==> config.mk <==
export PLATFORM = sky130hd
export DESIGN_NAME = render_sched
export DESIGN_NICKNAME = d
export VERILOG_FILES = /design/src/rtl/render_sched.sv
export SDC_FILE = /design/constraint.sdc
export NUM_CORES = 1
export LEC_CHECK = 0
export CORE_MARGIN = 5
export CORE_UTILIZATION = 61
export DETAILED_ROUTE_END_ITERATION = 16
export DONT_BUFFER_PORTS = 1
export PLACE_DENSITY = 0.75
export SYNTH_ARGS = -nofsm -noshare
export SYNTH_HDL_FRONTEND = slang
export SYNTH_SLANG_ARGS = --single-unit
==> constraint.sdc <==
create_clock -name clk -period 4.3 [get_ports clk]
set_clock_uncertainty 0.05 [all_clocks]
set_input_delay 0.86 -clock clk [delete_from_list [all_inputs] [get_ports clk]]
set_output_delay 0.86 -clock clk [all_outputs]
set_load 0.01 [all_outputs]
==> src/rtl/render_sched.sv <==
// Raster pixel-job scheduler: round-robin dispatch to NUM_CORES datapaths, in-order merge of their results.
// Latency: job offer one cycle after start; result path to out_* is combinational. Backpressure: out_ready stalls the current core.
// Optional RENDER_SCHED_PERF_EN adds the perf_cycles frame cycle counter; otherwise perf_cycles is tied to 0.
module render_sched #(
   parameter int NUM_CORES = 4,
   parameter int COORD_W   = 16
) (
   input  logic                     clk,
   input  logic                     resetn,
   input  logic                     start,
   input  logic [COORD_W-1:0]       image_width,
   input  logic [COORD_W-1:0]       image_height,
   output logic                     busy,
   output logic                     done,
   output logic [NUM_CORES-1:0]     job_valid,
   input  logic [NUM_CORES-1:0]     job_ready,
   output logic [COORD_W-1:0]       job_x,
   output logic [COORD_W-1:0]       job_y,
   input  logic [NUM_CORES-1:0]     frag_valid,
   input  logic [32*NUM_CORES-1:0]  frag_data,
   output logic [NUM_CORES-1:0]     frag_ready,
   output logic                     out_valid,
   input  logic                     out_ready,
   output logic [31:0]              out_data,
   output logic                     out_last,
   output logic [31:0]              perf_cycles
);

   localparam int PW = $clog2(NUM_CORES);

   typedef enum logic [1:0] {IDLE, RUN, DRAIN} state_t;

   state_t               state;
   logic [COORD_W-1:0]   width_q, height_q, x_q, y_q;
   logic [31:0]          total_q, count_q;
   logic [NUM_CORES-1:0] outstanding;
   logic [PW-1:0]        dptr, cptr;

   logic                 active, disp_ok, disp_fire, coll_ok, coll_fire;
   logic [NUM_CORES-1:0] disp_mask, coll_mask;

   function automatic logic [PW-1:0] inc_ptr(input logic [PW-1:0] p);
      return (p == PW'(NUM_CORES - 1)) ? '0 : p + PW'(1);
   endfunction

   assign active    = (state != IDLE);
   assign disp_ok   = (state == RUN) && !outstanding[dptr];
   assign disp_fire = disp_ok && job_ready[dptr];
   assign coll_ok   = active && outstanding[cptr];
   assign out_valid = coll_ok && frag_valid[cptr];
   assign coll_fire = out_valid && out_ready;
   assign out_last  = out_valid && (count_q + 32'd1 == total_q);
   assign job_x     = x_q;
   assign job_y     = y_q;

   assign disp_mask = disp_fire ? (NUM_CORES'(1) << dptr) : '0;
   assign coll_mask = coll_fire ? (NUM_CORES'(1) << cptr) : '0;

   always_comb begin
      job_valid  = '0;
      frag_ready = '0;
      out_data   = '0;
      for (int k = 0; k < NUM_CORES; k++) begin
         if (PW'(k) == dptr)
            job_valid[k] = disp_ok;
         if (PW'(k) == cptr) begin
            frag_ready[k] = coll_ok && out_ready;
            out_data      = frag_data[32*k +: 32];
         end
      end
   end

   always_ff @(posedge clk or negedge resetn) begin
      if (!resetn) begin
         state       <= IDLE;
         busy        <= 1'b0;
         done        <= 1'b0;
         width_q     <= '0;
         height_q    <= '0;
         x_q         <= '0;
         y_q         <= '0;
         total_q     <= '0;
         count_q     <= '0;
         outstanding <= '0;
         dptr        <= '0;
         cptr        <= '0;
      end else begin
         done <= 1'b0;

         if (state == IDLE && start) begin
            // Empty frames complete immediately without ever going busy.
            if (image_width == '0 || image_height == '0) begin
               done <= 1'b1;
            end else begin
               width_q  <= image_width;
               height_q <= image_height;
               total_q  <= 32'(image_width) * 32'(image_height);
               x_q      <= '0;
               y_q      <= '0;
               dptr     <= '0;
               cptr     <= '0;
               count_q  <= '0;
               busy     <= 1'b1;
               state    <= RUN;
            end
         end

         if (disp_fire) begin
            dptr <= inc_ptr(dptr);
            if (x_q == width_q - COORD_W'(1)) begin
               x_q <= '0;
               if (y_q == height_q - COORD_W'(1)) begin
                  y_q   <= '0;
                  state <= DRAIN;
               end else begin
                  y_q <= y_q + COORD_W'(1);
               end
            end else begin
               x_q <= x_q + COORD_W'(1);
            end
         end

         // The final fragment can only retire in DRAIN, so this never races the DRAIN transition above.
         if (coll_fire) begin
            cptr    <= inc_ptr(cptr);
            count_q <= count_q + 32'd1;
            if (out_last) begin
               state <= IDLE;
               busy  <= 1'b0;
               done  <= 1'b1;
            end
         end

         outstanding <= (outstanding | disp_mask) & ~coll_mask;
      end
   end

`ifdef RENDER_SCHED_PERF_EN
   logic [31:0] perf_q;

   always_ff @(posedge clk or negedge resetn) begin
      if (!resetn)
         perf_q <= '0;
      else if (state == IDLE && start)
         perf_q <= '0;
      else if (busy)
         perf_q <= perf_q + 32'd1;
   end

   assign perf_cycles = perf_q;
`else
   assign perf_cycles = '0;
`endif

endmodule

==> metrics.md <==
| Metric | Value |
|---|---|
| Worst setup SP type | primary input |
| EDFF count, synth | 0 |
| Initial DRC Count | 1433 |
| Max Freq | 179 MHz |
| CP Buf/Inv Count | 4 |
| Clock Sinks | 140 |
| Overall Global Routing Usage | 30.9% |
| Ys flop type | dfrtp_1 |
| Crit share post-route | 130% |
| P per Cell Area | between 700 and 800 nW/um^2 |
| Maximum number of pins on one net before global-route repair | 141 |
| Via count | 15900 |
| CTS tree | built |
| CTS Buf Count | 17 |
| Cell row count | 63 |
| # nets final | ~2700 |
| Register area share after synthesis | 19.0% |
| Max stage delay on crit path | 0.54 ns |
| First-pass GRT wire length | 83900 um |
| Initial Utilization | 62.0% |
| PnR worst setup slack | -1.29 ns |
| RD Place Congestion | around 0.94 |
| Leak Pwr | around 9.7 nW |
| VDD IR max | 962 uV |
| Reg clk slew, reported paths | roughly 0.080 ns |
| Synth area leaders | fa_1 21%, dfrtp_1 19%, ha_1 7.9%, inv_1 5.6%, nand2_1 5.4% |
| Crit path max-delay cell type | or4_4 |
| Critical path class | primary input to flop |
| CP dominant cell by count | fa_1 |
| Max Slew Vio Count | 0 |
| Largest area contributor in the netlist | fa_1 |
| Worst Max-Slew Pin Slew | 1.16 ns |
| Full die area | 33900 um^2 |
| Ys async rst share | 100% |
| Arrival time at the worst endpoint | 5.85 ns |
| Period minus WS final | 5.59 ns |
| Synth top area share | roughly a fifth |
| Core Box Area | 29800 um^2 |
| Crit-path leading delay family | adder cells |
| IO buf count | 0 |
| CP Cell Sequence | and2_1, fa_1, inv_1, fa_1, inv_1, fa_1, fa_1, fa_1, inv_1, fa_1, inv_2, ha_4, or4_4, o22ai_4, a21oi_4, a311oi_2, xnor2_1, mux2_2 |
| Worst EP required | 4.56 ns |
| Placed cell area | about 19000 um^2 |
| Initial antenna violation count | 5 |
| Syn. warnings | 0 |
| Mapped cell area | between 15000 and 20000 um^2 |
| CTS Buffer Depth | 2 |
| Area grow syn2layout | 10.4% |
| Count leader, synth | inv_1 |
| CP Capture Type | flop |
| Violated checks | negative setup slack |
| Outcome | finished with violations |
| DRC Markers | 0 |
| Relative slew slack | 22.6% |
| DP Wirelength | 40300 um |
| DR WL/cell | ~20 um |
| DIE HEIGHT | 184 um |
| Vias in the first global route | 15700 |
| Final Core Density | 68.5% |
| Vias per Instance | 6.12 |
| Initial DRT Pass Iterations | 5 |
| Synth Instances | between 2000 and 2500 |
| Die width | approximately 180 um |
| Layout cells sized above 1 | ~14% |
| Synth Area per Inst | 8.46 um^2 |
| Final hold violation count | 0 |
| Top cells by count, synth | 274 x inv_1, 268 x nand2_1, 194 x fa_1 |
| # setup viols final | 23 |
| RSZ-0062 raised after global routing | yes |
| Max-cap violation count | 0 |
| Remaining Overflow, GRT | 0 |
| IO Count | 280 |
| Design Area, Final | 20400 um^2 |
| Worst-Skew Late Latency | approximately 0.44 ns |
| Total number of H-tree levels | 4 |
| Yosys reg bits | 140 |
| CP max FO | 18 |
| Fillers | 2346 |
| Clock root buffer | clkbuf_16 |
| Distinct cells, synth | 80 |
| Min-delay worst type | primary input to asynchronous set/reset pin |
| DRT Wirelength | 52900 um |
| ANT nets after route | 0 |
==> path summary, 6_finish.rpt <==
check	start	endpoint	slack [ns]	cells past startpoint
setup / recovery	image_width[5]	total_q[21]	-1.29	18
hold / removal	resetn	job_x[9]	0.06	0
setup reg to reg	width_q[0]	job_x[5]	0.64	10
hold reg to reg	total_q[0]	total_q[0]	0.46	2
max in group asynchronous	resetn	count_q[4]	3.88	0
min in group clk	total_q[0]	total_q[0]	0.46	2
==> metal layers <==
| metal | GRT usage [%] | wire length [um] | vias to the layer above |
|---|---|---|---|
| met3 | 4.91 | 3750 | 126 |
| met2 | 53.1 | 26000 | 714 |
| met4 | 11.7 | 2240 | 0 |
| li1 | - | - | 7230 |
| met1 | 39.6 | 20900 | 7848 |
| met5 | 0 | 0 | - |
==> registers in the layout, summed over array words and instances (netlist names), 2 cells and up <==
name / flops
height_q: 16
job_y: 16
outstanding: 4
cptr: 2
dptr: 2
width_q: 16
count_q: 32
state: 2
job_x: 16
total_q: 32
==> placed cells by master, fill, tap and decap left out, types with 13 or more instances in the layout <==
master / synthesis / layout
a21oi_1: 103 / 91
and2_1: 136 / 128
o21ai_0: 138 / 116
a21o_1: 18 / 18
nor2_1: 94 / 91
a31oi_1: 18 / 18
xor2_1: 45 / 44
nor3_1: 28 / 22
nand2b_1: 19 / 19
o21ai_1: 0 / 17
and3_1: 23 / 23
a22oi_1: 34 / 34
xnor2_1: 63 / 58
fa_1: 194 / 188
inv_2: 0 / 13
clkbuf_16: 0 / 17
buf_4: 34 / 98
nand2_1: 268 / 260
o31ai_1: 17 / 16
nand3_1: 61 / 58
nand4_1: 20 / 20
ha_1: 117 / 101
mux2_2: 40 / 40
conb_1: 1 / 32
nor4_1: 20 / 17
inv_1: 274 / 261
dfrtp_1: 140 / 134
==> cells by family (layout without fill, tap and decap cells) <==
family | Yosys count | in the layout | share of synthesized area (%)
compound gates | 402 | 402 | 13.4
xor+xnor | 109 | 109 | 5.24
fa+ha+maj | 311 | 311 | 29.0
buf+inv | 422 | 414 | 9.38
flops | 140 | 140 | 19.0
mux | 53 | 53 | 3.35
other cells | 1 | 36 | 0.0203
simple gates | 745 | 745 | 20.7
==> per-stage QoR <==
stage          instances  total power [mW]  TNS [ns]  worst slack, ns  hold WS, ns
2_1_floorplan       2214              8.94    -30.09            -1.73        0.413
3_3_place_gp        2558              12.4    -32.36            -1.72        0.440
3_5_place_dp        2558              12.7    -34.21            -1.81        0.447
4_1_cts             2596              15.0    -22.69            -1.30       0.0503
5_1_grt             2600              17.2    -26.67            -1.47       0.0459
6_report            2600              15.9    -22.71            -1.29       0.0640
==> area by class of cell <==
cell class | instances | area [um^2] | share of cell area (%)
Inverter | 275 | 1030 | 5.06
Clock buffer | 17 | 425 | 2.09
Sequential cell | 140 | 3510 | 17.2
Multi-Input combinational cell | 1652 | 13900 | 68.2
Timing Repair Buffer | 107 | 846 | 4.15
Clock inverter | 15 | 175 | 0.859
Antenna cell | 4 | 10.0 | 0.0491
Tap cell | 390 | 488 | 2.39
==> what timing repair did <==
item,in CTS,in global routing
hold buffers,0,0
pin swaps,27,43
gates cloned,0,0
setup endpoints to repair,25,25
endpoints found under the hold margin,0,0
gates resized for setup,34,57
buffers inserted,8,6
==> report_power, final <==
part	total, mW	switching [mW]	internal (mW)	leakage [nW]
Clock	1.54	0.709	0.834	0.294
Sequential	1.34	0.0168	1.32	1.86
Combinational	13.0	6.58	6.41	7.55
(Power assumes the default switching activity.)
